===== src/rtl/ooo_pkg.sv =====
// Types and widths shared by the out-of-order core blocks that produce or snoop the CDB.
package ooo_pkg;
  localparam int ROB_IDX_W = 4;
  localparam int DATA_W    = 16;
  localparam int CDB_LANES = 4;

  typedef struct packed {
    logic [ROB_IDX_W-1:0] rob_index;
    logic [DATA_W-1:0]    result;
  } cdb_entry_t;
endpackage


===== src/rtl/cdb_broadcaster_if.sv =====
// Result-producer side and CDB side of the broadcaster, grouped as one bundle.
interface cdb_broadcaster_if
  import ooo_pkg::*;
#(
  parameter int NUM_SRC = 6,
  parameter int LANES   = CDB_LANES
);
  logic [NUM_SRC-1:0]                in_valid;
  logic [NUM_SRC-1:0]                in_ready;
  logic [NUM_SRC-1:0][ROB_IDX_W-1:0] in_rob_index;
  logic [NUM_SRC-1:0][DATA_W-1:0]    in_result;
  logic [LANES-1:0]                  cdb_valid;
  logic [LANES-1:0][ROB_IDX_W-1:0]   cdb_rob_index;
  logic [LANES-1:0][DATA_W-1:0]      cdb_result;
  logic                              busy;

  modport master (
    output in_valid, in_rob_index, in_result,
    input  in_ready, cdb_valid, cdb_rob_index, cdb_result, busy
  );

  modport slave (
    input  in_valid, in_rob_index, in_result,
    output in_ready, cdb_valid, cdb_rob_index, cdb_result, busy
  );
endinterface


===== src/rtl/cdb_src_fifo.sv =====
// Per-source result FIFO; flush empties it and overrides any same-cycle push/pop.
module cdb_src_fifo
  import ooo_pkg::*;
#(
  parameter  int DEPTH = 2,
  localparam int CNT_W = $clog2(DEPTH + 1)
) (
  input  logic             clk,
  input  logic             rst_n,
  input  logic             i_push,
  input  logic             i_pop,
  input  logic             i_flush,
  input  cdb_entry_t       i_entry,
  output cdb_entry_t       o_entry,
  output logic [CNT_W-1:0] o_count,
  output logic             o_empty,
  output logic             o_full
);
  localparam int PTR_W = $clog2(DEPTH);

  cdb_entry_t       r_mem [DEPTH];
  logic [PTR_W-1:0] r_wr, r_rd;
  logic [CNT_W-1:0] r_count;

  // Pointers wrap for free because DEPTH is a power of two.
  always_ff @(posedge clk or negedge rst_n) begin
    if (!rst_n) begin
      r_wr    <= '0;
      r_rd    <= '0;
      r_count <= '0;
    end else if (i_flush) begin
      r_wr    <= '0;
      r_rd    <= '0;
      r_count <= '0;
    end else begin
      if (i_push) r_wr <= r_wr + PTR_W'(1);
      if (i_pop)  r_rd <= r_rd + PTR_W'(1);
      r_count <= r_count + CNT_W'(i_push) - CNT_W'(i_pop);
    end
  end

  always_ff @(posedge clk) begin
    if (i_push && !i_flush) r_mem[r_wr] <= i_entry;
  end

  assign o_entry = r_mem[r_rd];
  assign o_count = r_count;
  assign o_empty = (r_count == '0);
  assign o_full  = (r_count == CNT_W'(DEPTH));
endmodule


===== src/rtl/cdb_broadcaster.sv =====
// CDB transmit end: per-source FIFOs, round-robin grant of up to LANES heads per cycle,
// registered lane outputs packed from lane 0.
module cdb_broadcaster
  import ooo_pkg::*;
#(
  parameter int NUM_SRC = 6,
  parameter int LANES   = CDB_LANES,
  parameter int DEPTH   = 2
) (
  input  logic            clk,
  input  logic            rst_n,
  input  logic            flush,
  cdb_broadcaster_if.slave bus
);
  localparam int SRC_W  = $clog2(NUM_SRC);
  localparam int LANE_W = $clog2(LANES + 1);
  localparam int CNT_W  = $clog2(DEPTH + 1);

  logic [NUM_SRC-1:0] w_push, w_pop, w_grant, w_empty, w_full, w_ready, w_nonempty;
  cdb_entry_t         w_head  [NUM_SRC];
  logic [CNT_W-1:0]   w_count [NUM_SRC];

  logic [LANES-1:0]             w_lane_vld;
  cdb_entry_t [LANES-1:0]       w_lane_ent;
  logic                         w_any;
  logic [SRC_W-1:0]             w_last, w_rr_nxt;
  logic [SRC_W:0]               w_idx;
  logic [LANE_W-1:0]            w_cnt;

  logic [SRC_W-1:0]       r_rr_ptr;
  logic [LANES-1:0]       r_cdb_vld;
  cdb_entry_t [LANES-1:0] r_cdb_ent;

  // Ready is a function of the registered count only; a full FIFO refuses even if it pops.
  assign w_ready = {NUM_SRC{rst_n & ~flush}} & ~w_full;
  assign w_push  = bus.in_valid & w_ready;
  assign w_pop   = w_grant & {NUM_SRC{~flush}};

  for (genvar s = 0; s < NUM_SRC; s++) begin : g_src
    cdb_src_fifo #(.DEPTH(DEPTH)) u_fifo (
      .clk     (clk),
      .rst_n   (rst_n),
      .i_push  (w_push[s]),
      .i_pop   (w_pop[s]),
      .i_flush (flush),
      .i_entry ({bus.in_rob_index[s], bus.in_result[s]}),
      .o_entry (w_head[s]),
      .o_count (w_count[s]),
      .o_empty (w_empty[s]),
      .o_full  (w_full[s])
    );
    assign w_nonempty[s] = (w_count[s] != '0);
  end

  // Scan from rr_ptr with wraparound; each non-empty source takes the next free lane.
  always_comb begin
    w_grant    = '0;
    w_lane_vld = '0;
    w_lane_ent = '0;
    w_any      = 1'b0;
    w_last     = '0;
    w_cnt      = '0;
    w_idx      = '0;
    for (int k = 0; k < NUM_SRC; k++) begin
      w_idx = {1'b0, r_rr_ptr} + (SRC_W+1)'(k);
      if (w_idx >= (SRC_W+1)'(NUM_SRC)) w_idx = w_idx - (SRC_W+1)'(NUM_SRC);
      if (!w_empty[w_idx[SRC_W-1:0]] && (w_cnt < LANE_W'(LANES))) begin
        w_grant[w_idx[SRC_W-1:0]] = 1'b1;
        for (int l = 0; l < LANES; l++) begin
          if (w_cnt == LANE_W'(l)) begin
            w_lane_vld[l] = 1'b1;
            w_lane_ent[l] = w_head[w_idx[SRC_W-1:0]];
          end
        end
        w_cnt  = w_cnt + LANE_W'(1);
        w_last = w_idx[SRC_W-1:0];
        w_any  = 1'b1;
      end
    end
  end

  always_comb begin
    w_rr_nxt = r_rr_ptr;
    if (w_any) w_rr_nxt = (w_last == SRC_W'(NUM_SRC - 1)) ? '0 : w_last + SRC_W'(1);
  end

  always_ff @(posedge clk or negedge rst_n) begin
    if (!rst_n) begin
      r_cdb_vld <= '0;
      r_cdb_ent <= '0;
      r_rr_ptr  <= '0;
    end else if (flush) begin
      r_cdb_vld <= '0;
      r_cdb_ent <= '0;
      r_rr_ptr  <= '0;
    end else begin
      r_cdb_vld <= w_lane_vld;
      r_cdb_ent <= w_lane_ent;
      r_rr_ptr  <= w_rr_nxt;
    end
  end

  always_comb begin
    bus.cdb_valid     = r_cdb_vld;
    bus.cdb_rob_index = '0;
    bus.cdb_result    = '0;
    for (int l = 0; l < LANES; l++) begin
      bus.cdb_rob_index[l] = r_cdb_ent[l].rob_index;
      bus.cdb_result[l]    = r_cdb_ent[l].result;
    end
  end

  assign bus.in_ready = w_ready;
  assign bus.busy     = |w_nonempty;
endmodule

===== src/flat_wrapper.sv =====
// flat-port wrapper written by rule: the top's interface ports become plain ports
module cdb_broadcaster_flat import ooo_pkg::*;
#(
  parameter int NUM_SRC = 6,
  parameter int LANES   = CDB_LANES,
  parameter int DEPTH   = 2
)
  (clk, rst_n, flush, bus_in_valid, bus_in_rob_index, bus_in_result, bus_in_ready, bus_cdb_valid, bus_cdb_rob_index, bus_cdb_result, bus_busy);
  cdb_broadcaster_if #(.NUM_SRC(NUM_SRC), .LANES(LANES)) bus_i ();
  input  logic clk;
  input  logic rst_n;
  input  logic flush;
  input wire logic [$bits(bus_i.in_valid)-1:0] bus_in_valid;
  input wire logic [$bits(bus_i.in_rob_index)-1:0] bus_in_rob_index;
  input wire logic [$bits(bus_i.in_result)-1:0] bus_in_result;
  output wire logic [$bits(bus_i.in_ready)-1:0] bus_in_ready;
  output wire logic [$bits(bus_i.cdb_valid)-1:0] bus_cdb_valid;
  output wire logic [$bits(bus_i.cdb_rob_index)-1:0] bus_cdb_rob_index;
  output wire logic [$bits(bus_i.cdb_result)-1:0] bus_cdb_result;
  output wire logic [$bits(bus_i.busy)-1:0] bus_busy;
  assign bus_i.in_valid = bus_in_valid;
  assign bus_i.in_rob_index = bus_in_rob_index;
  assign bus_i.in_result = bus_in_result;
  assign bus_in_ready = bus_i.in_ready;
  assign bus_cdb_valid = bus_i.cdb_valid;
  assign bus_cdb_rob_index = bus_i.cdb_rob_index;
  assign bus_cdb_result = bus_i.cdb_result;
  assign bus_busy = bus_i.busy;
  cdb_broadcaster #(.NUM_SRC(NUM_SRC), .LANES(LANES), .DEPTH(DEPTH)) u_core (.clk(clk), .rst_n(rst_n), .flush(flush), .bus(bus_i));
endmodule

===== config.mk =====
export PLATFORM = sky130hd
export DESIGN_NAME = cdb_broadcaster_flat
export DESIGN_NICKNAME = d
export VERILOG_FILES = /design/src/rtl/ooo_pkg.sv /design/src/rtl/cdb_broadcaster_if.sv /design/src/rtl/cdb_src_fifo.sv /design/src/rtl/cdb_broadcaster.sv /design/src/flat_wrapper.sv
export SDC_FILE = /design/constraint.sdc
export NUM_CORES = 1
export LEC_CHECK = 0
export ABC_CLOCK_PERIOD_IN_PS = 12200
export CORE_ASPECT_RATIO = 0.75
export CORE_UTILIZATION = 60
export CTS_CLUSTER_DIAMETER = 200
export CTS_CLUSTER_SIZE = 25
export DETAILED_ROUTE_END_ITERATION = 8
export PLACE_DENSITY_LB_ADDON = 0.3
export SYNTH_ARGS = -nofsm -noshare
export SYNTH_HDL_FRONTEND = slang
export SYNTH_SLANG_ARGS = --single-unit

===== constraint.sdc =====
create_clock -name clk -period 12.2 [get_ports clk]
set_input_delay 1.22 -clock clk [delete_from_list [all_inputs] [get_ports clk]]
set_output_delay 1.22 -clock clk [all_outputs]
set_load 0.02 [all_outputs]

# After elaboration in Yosys (flattened, before gate mapping)
# Memories as Yosys holds them, arrays and structs flattened.
# Index checks and enable logic that the tools add are counted.
# op_classes
n_addsub	40
order_cmp	29
muxes	169
bitwise_logic	17
reduce_logical	54
eq_ne	22
# op_table
cell	n
$mux 20	33
$mux 80	6
$bmux 20 s3	6
$mux 1	75
$mux 3	19
$reduce_bool 2->1	19
$mux 6	6
$or 6x6->6	5
$eq 3x2->1 const B	8
$ge 4x4->1 const B	6
$lt 3x4->1 const B	6
$mux 4	6
$not 3->4	6
$ge 4x3->1 const B	5
$and 6x6->6	3
$bmux 1 s3	6
$demux 1 s3	6
$ge 3x1->1 const B	6
$sub 3x3->3 const B	6
$logic_and 1x1->1	17
$logic_not 3->1	5
$add 1x1->1 const B	12
$add 2x1->2	6
$add 3x1->3 const B	4
other kinds (20)	54
# word_totals
input_bits	129
register_bits	111
elab_cells	365
mem_bits_rw	240
memories	6
output_inout_bits	91
# memory_table
name	words	width	read_ports	rd_clocked_by_memory_dff	wr	line_no	text
u_core.g_src[0].u_fifo.r_mem	2	20	1	0	1	cdb_src_fifo.sv:21	cdb_entry_t r_mem [DEPTH];
u_core.g_src[1].u_fifo.r_mem	2	20	1	0	1	cdb_src_fifo.sv:21	
u_core.g_src[2].u_fifo.r_mem	2	20	1	0	1	cdb_src_fifo.sv:21	
u_core.g_src[3].u_fifo.r_mem	2	20	1	0	1	cdb_src_fifo.sv:21	
u_core.g_src[4].u_fifo.r_mem	2	20	1	0	1	cdb_src_fifo.sv:21	
u_core.g_src[5].u_fifo.r_mem	2	20	1	0	1	cdb_src_fifo.sv:21	

# Logic depth before layout (Yosys ltp)
# Gate-level depths: netlist (run 1).
# logic_depth
ltp_word	24
depth_mapped	31
depth_no_buf	27

# Cells and area by module
# Synthesis (run 1) repeated with hierarchy kept, for this count alone.
# hier_totals
cells_unflattened	2019
hier_area_um2	21583.2
# by_module_without_submodules
mod	area_each_um2	cells_per_inst	n_inst
cdb_broadcaster	11591.1	1533	1
cdb_src_fifo	1665.3	81	6

# Worst setup path after synthesis (run 1)
# No wires, ideal clock.
# synth_path
path_kind	register to register
startpoint	register u_core.r_rr_ptr[0]
endpoint	register u_core.g_src[4].u_fifo.r_count[1]
path_stages_with_launch	30
n_path_buf	5
required_ns	12.068
slack_ns	5.880
synth_period_minus_slack_ns	6.320
arrival_time_ns	6.188
setup_time_ns	0.132
path_cell_list	dfrtp_1 > inv_2 > buf_1 > buf_1 > ha_1 > clkbuf_1 > nor2_1 > o2bb2ai_1 > o31ai_4 > clkbuf_1 > nor2_1 > a21oi_1 > inv_1 > ha_1 > a211oi_1 > a211oi_2 > ha_1 > ha_1 > nor2_1 > a2111oi_2 > buf_4 > a211o_1 > mux2i_1 > nor2_1 > ha_1 > inv_1 > ha_1 > xor2_1 > xnor2_1 > nor2_1
# synth_between
elab_chain_len	23
# synth_lines
element	line_no	text
start, declared	cdb_broadcaster.sv:30	logic [SRC_W-1:0] r_rr_ptr;
start signal, assigned	cdb_broadcaster.sv:99	r_rr_ptr <= w_rr_nxt;
$add 3x1->4, or another cell as far along	cdb_broadcaster.sv:65	w_idx = {1'b0, r_rr_ptr} + (SRC_W+1)'(k);
$ge 4x3->1, or another cell as far along	cdb_broadcaster.sv:66	if (w_idx >= (SRC_W+1)'(NUM_SRC)) w_idx = w_idx - (SRC_W+1)'(NUM_SRC);
$mux 3 / $bmux 1 s3 (equally long branches)	cdb_broadcaster.sv:66, cdb_broadcaster.sv:67	
$bmux 1 s3 / $mux 1 (equally long branches)	cdb_broadcaster.sv:67	if (!w_empty[w_idx[SRC_W-1:0]] && (w_cnt < LANE_W'(LANES))) begin
$mux 1 (not written as such)	cdb_broadcaster.sv:67	
$logic_not 1->1 / $lt 1x3->1 (equally long branches)	cdb_broadcaster.sv:67	
$logic_and 1x1->1	cdb_broadcaster.sv:67	
$mux 3	cdb_broadcaster.sv:67	
[... 7 more ...]	-	
$logic_and 1x1->1	cdb_broadcaster.sv:67	
$mux 3	cdb_broadcaster.sv:67	
$lt 3x3->1	cdb_broadcaster.sv:67	
$logic_and 1x1->1	cdb_broadcaster.sv:67	
$mux 6 *	cdb_broadcaster.sv:67	
$and 6x6->6 *	cdb_broadcaster.sv:37	assign w_pop = w_grant & {NUM_SRC{~flush}};
$sub 2x1->2 *	cdb_src_fifo.sv:38	r_count <= r_count + CNT_W'(i_push) - CNT_W'(i_pop);
$mux 2 *	cdb_src_fifo.sv:31	end else if (i_flush) begin
end signal, assigned	cdb_src_fifo.sv:38	
end, declared	cdb_src_fifo.sv:23	logic [CNT_W-1:0] r_count;
# Mark *: on every way between the ends. The rest lies on a longest branch, timed or not. The select of a mux whose other input is x is not followed.
# A chain may end at the register's enable or synchronous reset.

# Final worst setup path (run 1)
# layout_path
startpoint	register u_core.r_rr_ptr[0]
endpoint	register u_core.r_cdb_ent (netlist bit u_core.bus.cdb_rob_index[7])
# layout_between
elab_chain_len	21
# layout_lines
element	line_no	text
$add 3x1->4, or another cell as far along	cdb_broadcaster.sv:65	
$ge 4x3->1, or another cell as far along	cdb_broadcaster.sv:66	
$mux 3 / $bmux 1 s3 (equally long branches)	cdb_broadcaster.sv:66, cdb_broadcaster.sv:67	
$bmux 1 s3 / $mux 1 (equally long branches)	cdb_broadcaster.sv:67	
$mux 1 (not written as such)	cdb_broadcaster.sv:67	
$logic_not 1->1 / $lt 1x3->1 (equally long branches)	cdb_broadcaster.sv:67	
$logic_and 1x1->1	cdb_broadcaster.sv:67	
$mux 3	cdb_broadcaster.sv:67	
[... 5 more ...]	-	
$mux 3	cdb_broadcaster.sv:67	
$lt 3x3->1	cdb_broadcaster.sv:67	
$logic_and 1x1->1	cdb_broadcaster.sv:67	
$mux 3	cdb_broadcaster.sv:67	
$lt 3x3->1 / $eq 3x1->1 (equally long branches)	cdb_broadcaster.sv:67, cdb_broadcaster.sv:70	
$logic_and 1x1->1 / $mux 20 (equally long branches)	cdb_broadcaster.sv:67, cdb_broadcaster.sv:70	
$mux 80 *	cdb_broadcaster.sv:67	
$mux 80 *	cdb_broadcaster.sv:92	end else if (flush) begin
end signal, assigned	cdb_broadcaster.sv:98	r_cdb_ent <= w_lane_ent;
end, declared	cdb_broadcaster.sv:32	cdb_entry_t [LANES-1:0] r_cdb_ent;
# Marked as above.

==> flow_summary_export.csv, run 1 <==
group,metric,value,unit
flow_run,timing.max_cap.violations,0,
critical_path,r2r.worst_path.cells,21,
global_routing,wire_length_of_the_first_global_routing_pass,115000,um
clocking,clock-root-buffer,"sky130_fd_sc_hd__clkbuf_16",
clocking,ctsHoldBuffers,0,
drt,wl,77500,um
critical_path,worst-r2r-setup-slack,3810,ps
global_routing,globalRouteTotalUtil,42.3,%
synth,postSynthAreaPerCell,10.4,sq um
global_routing,antenna_violations_before_repair,1,
die,floorplan.die.width,220,um
timing,relSlewSlack,11.7,%
layout,area.sequential,0.00999,sq mm
critical_path,rr_endpoint,"u_core.bus.cdb_rob_index[7]",
die,floorplan.initialDensity,61.5,%
synth,asyncSetResetFlopFracSynth,31.6,%
synth,synth.ff_latch_count,351,
critical_path,worst-endpoint-arrival,8750,ps
timing,clk_skew,38.0,ps
synth,synth-main-ff-cell,"sky130_fd_sc_hd__edfxtp_1",
clocking,numCtsBuffers,18,
critical_path,cpMaxStageDelayCell,"sky130_fd_sc_hd__or2_1",
die,dieArea,0.0365,sq mm
timing,finalWorstPathRequiredPeriod,8390,ps
clocking,clk_pin_slew,120,ps
place,port_buffers,219,
global_routing,grt_busiest_layer,"met2",
global_routing,grt_overflow,0,
critical_path,timing.setup.critical_path_class,"reg -> reg",
clocking,max-clock-path-buffers,3,
clocking,clock-sinks,351,
timing,finalHoldViolations,0,
layout,multi_input_area,0.0106,sq mm
critical_path,path_common_cell,"sky130_fd_sc_hd__ha_1",
drt,routedWlPerCell,29.6,um
synth,synthCells,2060,
drt,detailedRoute.firstPassIterationCount,9,
timing,finalSetupViolCount,0,
timing,timing_max_transition_violations_final,0,
layout,layout.filler_cells,2472,
critical_path,crit-reg2reg-launch,"u_core.r_rr_ptr[0]",
layout,finalNonFillerCells,2622,
place,placedInstanceArea,0.0238,sq mm
timing,totalNegativeSetupSlack,0,ps
global_routing,groute.layer.met1.usage,55.8,%
outcome,failing_checks,"DRC",
clocking,postCtsResizedCells,0,
critical_path,cpPeakStageDelay,1080,ps
drt,final_antenna_net_count,0,
layout,flow.area_growth_from_synthesis,13.5,%
place,dp_hpwl,57000,um
timing,worst-slew-pin-transition,1320,ps
drt,remaining_drc_errors,5,
synth,post_synth_instance_area,0.0215,sq mm
global_routing,globalRouteMet2Util,66.7,%
die,die_height,166,um
timing,maxClockFrequency,0.119,GHz
place,post-place-cells,2591,
timing,final.period_utilization,68.8,%
outcome,run_status,"finished with violations",
synth,yosysWarnings,0,
worst_hold_path,worstHoldPathType,"in -> async",
critical_path,worst-path-max-fanout,44,
clocking,clk_latency,570,ps
synth,ys_types,91,
die,placementRows,59,
drt,via_count,18955,
layout,final_area,0.0244,sq mm
global_routing,largest_net_degree_at_the_start_of_global_routing,81,
drt,drt_iter0_drc,3086,
layout,drive_above_1_share,12.1,%
timing,rsz_0062_raised_after_global_routing,"no",
drt,post_drt_via_cell_ratio,7.23,
place,gp_routability_congestion,1.02,
critical_path,critPathCaptureType,"flip-flop",
synth,mappedNetlistNets,2218,
die,core-area,0.0349,sq mm
die,io_pins,220,
synth,sequential_cell_area_fraction_in_the_yosys_report,46.5,%
timing,worst_hold_slack,622,ps
layout,n_antenna_cell,0,
global_routing,vias_in_the_first_global_route,18432,
clocking,cts_tree,"built",
clocking,h-tree-depth,1,
critical_path,setup.worst_path.start_class,"flip-flop",
synth,synth_enable_flop_cells,240,
critical_path,worst-endpoint-required,12560,ps
layout,number_of_nets_at_the_end_of_the_flow,2312,
global_routing,grt_util_met3,9.78,%
critical_path,crit_path_cell_trace,"inv_2, ha_1, buf_4, nand3_1, nor3_2, o31ai_4, buf_4, nor2_1, a21oi_1, inv_1, ha_1, inv_1, a2111oi_4, a21oi_1, ha_1, nor2_1, a2111oi_2, nor2b_2, mux2i_4, or2_1, a311oi_1",
clocking,post_cts.repair.setup_buffers,0,
[sequential cells by signal, indices dropped and copies added, names as in the netlist]
signal / cells
u_core.g_src.u_fifo.r_rd: 6
u_core.g_src.u_fifo.r_mem: 240
u_core.bus.cdb_result: 64
u_core.bus.cdb_rob_index: 16
u_core.g_src.u_fifo.r_wr: 6
u_core.bus.cdb_valid: 4
u_core.r_rr_ptr: 3
u_core.g_src.u_fifo.o_count: 12
[worst max path at each step]
stage	from	to	cells after the start
after floorplan	u_core.r_rr_ptr[0]	u_core.g_src[4].u_fifo.o_count[1]	29
after global placement	u_core.r_rr_ptr[0]	u_core.bus.cdb_valid[1]	22
after detailed placement	u_core.r_rr_ptr[0]	u_core.bus.cdb_valid[1]	21
after CTS	u_core.r_rr_ptr[0]	u_core.bus.cdb_rob_index[7]	21
after global routing	u_core.r_rr_ptr[0]	u_core.bus.cdb_result[52]	21
final	u_core.r_rr_ptr[0]	u_core.bus.cdb_rob_index[7]	21
[metal layers]
layer  wire [um]  vias to the layer above
li1            -                     8094
met1       28800                     9200
met2       35700                     1359
met3        8750                      302
met4        4220                        0
met5           0                        -
[cell usage in the layout (no fill, tap or decap), types with 17 or more instances in the layout]
cell	count
sky130_fd_sc_hd__dfrtp_1	110
sky130_fd_sc_hd__o22ai_1	43
sky130_fd_sc_hd__nor3_1	131
sky130_fd_sc_hd__inv_1	48
sky130_fd_sc_hd__ha_1	28
sky130_fd_sc_hd__mux2_2	123
sky130_fd_sc_hd__o21ai_0	48
sky130_fd_sc_hd__nand2_1	107
sky130_fd_sc_hd__nor2_1	145
sky130_fd_sc_hd__o211ai_1	66
sky130_fd_sc_hd__edfxtp_1	240
sky130_fd_sc_hd__mux2i_1	146
sky130_fd_sc_hd__o311ai_0	21
sky130_fd_sc_hd__clkbuf_16	18
sky130_fd_sc_hd__a22oi_1	40
sky130_fd_sc_hd__a211oi_2	21
sky130_fd_sc_hd__nand3_1	60
sky130_fd_sc_hd__xnor2_1	17
sky130_fd_sc_hd__buf_4	40
sky130_fd_sc_hd__o31ai_1	36
sky130_fd_sc_hd__a21oi_1	167
sky130_fd_sc_hd__a211oi_1	30
sky130_fd_sc_hd__clkdlybuf4s50_1	217
sky130_fd_sc_hd__o221ai_1	44
[stage by stage]
| step | setup WS, ps | util, % |
|---|---|---|
| after global routing | 3310 | 69.8 |
| after CTS | 4030 | 69.8 |
| after floorplan | 5880 | - |
| after detailed placement | 4080 | 68.2 |
| after global placement | 4360 | 68.2 |
| final | 3810 | 69.8 |
[cells in the mapped netlist, drive strengths merged (39+ instances only)]
cell type    n  area (sq um)
nand3       60           300
nand2      109           419
buf         65           338
a211oi      52           508
mux2i      150          1520
o21ai       52           272
o22ai       44           289
o31ai       39           320
dfrtp      111          2780
a21oi      170           858
o221ai      44           385
a22oi       40           300
nor2       151           567
inv         50           188
nor3       134           686
o211ai      66           495
edfxtp     240          7210
mux2       124          1400
clkbuf     118           443
[worst max-delay path, delay by kind of cell (launching register included)]
kind	cells	cell delay (ps)
fa+ha+maj	3	900
buf+inv	5	1180
compound gates	6	1150
mux	1	1000
simple gates	6	3140
flops	1	780
[cell type report]
cell class	instances	share of cell area (%)
clock buffers	28	2.00
clock inverters	3	0.262
inverters	51	0.791
multi-input cells	1475	43.5
flip-flops and latches	351	41.0
well taps	457	2.35
repair buffers	257	10.1
[logic make-up after synthesis]
group	Yosys count	share of synthesized area (%)
AO/OA/AOI/OAI	623	21.0
AND/OR/NAND/NOR	515	11.1
flip-flops	351	46.5
multiplexers	275	13.7
buffers and inverters	234	4.53
XOR/XNOR	33	1.45
adder cells (fa/ha/maj)	29	1.69
Power of run 1 is not shown: default switching activity piles up to over one toggle a cycle in this logic, so the estimate is an artifact.
==> run 2, diff against run 1 <==
--- a/config.mk
+++ b/config.mk
@@ -5,9 +5,9 @@
 export SDC_FILE = /design/constraint.sdc
 export NUM_CORES = 1
 export LEC_CHECK = 0
-export ABC_CLOCK_PERIOD_IN_PS = 12200
+export ABC_CLOCK_PERIOD_IN_PS = 8600
 export CORE_ASPECT_RATIO = 0.75
-export CORE_UTILIZATION = 60
+export CORE_UTILIZATION = 58
 export CTS_CLUSTER_DIAMETER = 200
 export CTS_CLUSTER_SIZE = 25
 export DETAILED_ROUTE_END_ITERATION = 8
==> constraint.sdc (replaced) <==
create_clock -name clk -period 8.6 [get_ports clk]
set_input_delay 0.86 -clock clk [delete_from_list [all_inputs] [get_ports clk]]
set_output_delay 0.86 -clock clk [all_outputs]
set_load 0.02 [all_outputs]
==> run 2 against run 1 <==
- critical endpoint unchanged
- count of clock-buffer cells in the layout did not move
- first-iteration DRC count fell by 1.7%
- non-clock buffer count rose by 10
- the flow still finishes with violations (DRC)
==> flow_summary_export.csv, run 2 (synthesis results as in run 1) <==
group,metric,value,unit
outcome,run_status,"finished with violations",
outcome,failing_checks,"DRC",
die,io_pins,220,
timing,rsz_0062_raised_after_global_routing,"no",
layout,drive_above_1_share,12.4,%
critical_path,setup.worst_path.start_class,"flip-flop",
timing,finalSetupViolCount,0,
clocking,clock-root-buffer,"sky130_fd_sc_hd__clkbuf_16",
die,placementRows,60,
timing,clk_skew,35.2,ps
critical_path,cp-startpoint,"u_core.r_rr_ptr[0]",
die,floorplan.initialDensity,59.3,%
clocking,post_cts.repair.setup_buffers,0,
critical_path,worst-path-max-fanout,49,
timing,final.period_utilization,93.8,%
clocking,cts_tree,"built",
critical_path,crit-reg2reg-launch,"u_core.r_rr_ptr[0]",
timing,maxClockFrequency,0.124,GHz
clocking,clk_pin_slew,120,ps
global_routing,vias_in_the_first_global_route,18261,
layout,n_antenna_cell,0,
layout,register_bank_with_the_most_flops,"u_core.g_src.u_fifo.r_mem",
drt,detailedRoute.firstPassIterationCount,9,
critical_path,worst-endpoint-arrival,8420,ps
critical_path,worst-endpoint-required,8950,ps
clocking,max-clock-path-buffers,3,
drt,final_antenna_net_count,0,
layout,layout.filler_cells,2657,
layout,final_area,0.0245,sq mm
layout,flow.area_growth_from_synthesis,14.1,%
drt,routedWlPerCell,28.5,um
critical_path,crit_path_cell_trace,"ha_1, xor2_1, a2111o_1, a21o_1, nand3_1, inv_1, ha_1, xnor2_2, inv_1, ha_1, a211oi_1, a211oi_2, ha_1, ha_1, nor2_1, a2111oi_2, buf_4, and2_1, mux2i_4, or2_1, a311oi_1",
clocking,clk_latency,580,ps
global_routing,globalRouteTotalUtil,40.1,%
layout,number_of_nets_at_the_end_of_the_flow,2322,
flow_run,timing.max_cap.violations,0,
global_routing,largest_net_degree_at_the_start_of_global_routing,84,
place,dp_hpwl,56800,um
layout,largest_register_ffs,240,
global_routing,wire_length_of_the_first_global_routing_pass,114000,um
clocking,postCtsResizedCells,0,
die,core-area,0.0362,sq mm
clocking,clock-sinks,351,
timing,relSlewSlack,7.91,%
die,floorplan.die.width,224,um
die,dieArea,0.0378,sq mm
critical_path,critPathCaptureType,"flip-flop",
worst_hold_path,worstHoldPathType,"in -> async",
place,port_buffers,219,
timing,finalWorstPathRequiredPeriod,8060,ps
drt,via_count,18798,
drt,drt_iter0_drc,3034,
place,placedInstanceArea,0.0239,sq mm
place,gp_routability_congestion,1.04,
timing,finalHoldViolations,0,
timing,timing_max_transition_violations_final,0,
critical_path,cpPeakStageDelay,1140,ps
timing,worst-slew-pin-transition,1380,ps
layout,most-common-layout-cells,"240 x sky130_fd_sc_hd__edfxtp_1, 217 x sky130_fd_sc_hd__clkdlybuf4s50_1, 167 x sky130_fd_sc_hd__a21oi_1, 146 x sky130_fd_sc_hd__nor2_1, 146 x sky130_fd_sc_hd__mux2i_1",
clocking,h-tree-depth,1,
global_routing,grt_overflow,0,
critical_path,path_common_cell,"sky130_fd_sc_hd__ha_1",
drt,post_drt_via_cell_ratio,7.04,
clocking,numCtsBuffers,18,
drt,wl,76100,um
critical_path,cpMaxStageDelayCell,"sky130_fd_sc_hd__or2_1",
die,die_height,169,um
drt,remaining_drc_errors,17,
critical_path,timing.setup.critical_path_class,"reg -> reg",
clocking,ctsHoldBuffers,0,
global_routing,antenna_violations_before_repair,1,
critical_path,worst-r2r-setup-slack,540,ps
timing,totalNegativeSetupSlack,0,ps
layout,final_common_cell,"sky130_fd_sc_hd__edfxtp_1",
[run 2: cell types whose count changed in the layout (fill, tap and decap cells not counted)]
cell,change
sky130_fd_sc_hd__ha_1,+1
sky130_fd_sc_hd__clkinv_16,+1
sky130_fd_sc_hd__o31a_1,+1
sky130_fd_sc_hd__nor2_2,-1
sky130_fd_sc_hd__buf_4,+10
sky130_fd_sc_hd__o31a_2,-1
sky130_fd_sc_hd__ha_2,-1
sky130_fd_sc_hd__nor2_1,+1
sky130_fd_sc_hd__clkinv_8,-1
[run 2: path summary, 6_finish.rpt]
check | endpoint | cells after the start
max | u_core.bus.cdb_rob_index[7] | 21
min | u_core.g_src[2].u_fifo.o_count[0] | 1
min in group clk | u_core.g_src[0].u_fifo.r_wr | 3
max in group asynchronous | u_core.bus.cdb_result[40] | 2
min reg2reg | u_core.g_src[0].u_fifo.r_wr | 3
max reg2reg | u_core.bus.cdb_rob_index[7] | 21
[run 2: per-layer routing]
layer	share of wire [%]	GRT usage, %	vias up
met5	0	0	-
li1	-	-	8121
met4	4.8	15.5	0
met2	46	64.3	1320
met1	40	54.6	9114
met3	9.7	6.93	243
[run 2: cell type report]
type | count | area [sq um] | share of cell area, %
Inverter | 51 | 193 | 0.787
Clock buffer | 28 | 488 | 1.99
Clock inverter | 3 | 77.6 | 0.317
Tap cell | 496 | 621 | 2.53
Multi-Input combinational cell | 1475 | 10600 | 43.2
Timing Repair Buffer | 267 | 2550 | 10.4
Sequential cell | 351 | 9990 | 40.8
[run 2: metrics by stage]
step	instances	hold slack, ps	utilization (%)	setup slack [ps]
6_report	2671	306	67.7	537
5_1_grt	2671	340	67.7	182
4_1_cts	2671	306	67.7	757
3_5_place_dp	2640	612	66.1	801
3_3_place_gp	2640	600	66.1	1070
2_1_floorplan	2060	564	-	2280
[run 2: worst max-delay path: cells and delay by family (launching register included)]
kind | cells | cell delay [ps]
adder cells (fa/ha/maj) | 5 | 1730
AND/OR/NAND/NOR | 4 | 1690
AO/OA/AOI/OAI | 6 | 1550
multiplexers | 1 | 920
flip-flops | 1 | 830
XOR/XNOR | 2 | 670
buffers and inverters | 3 | 440
Power of run 2 is left out for the same reason.
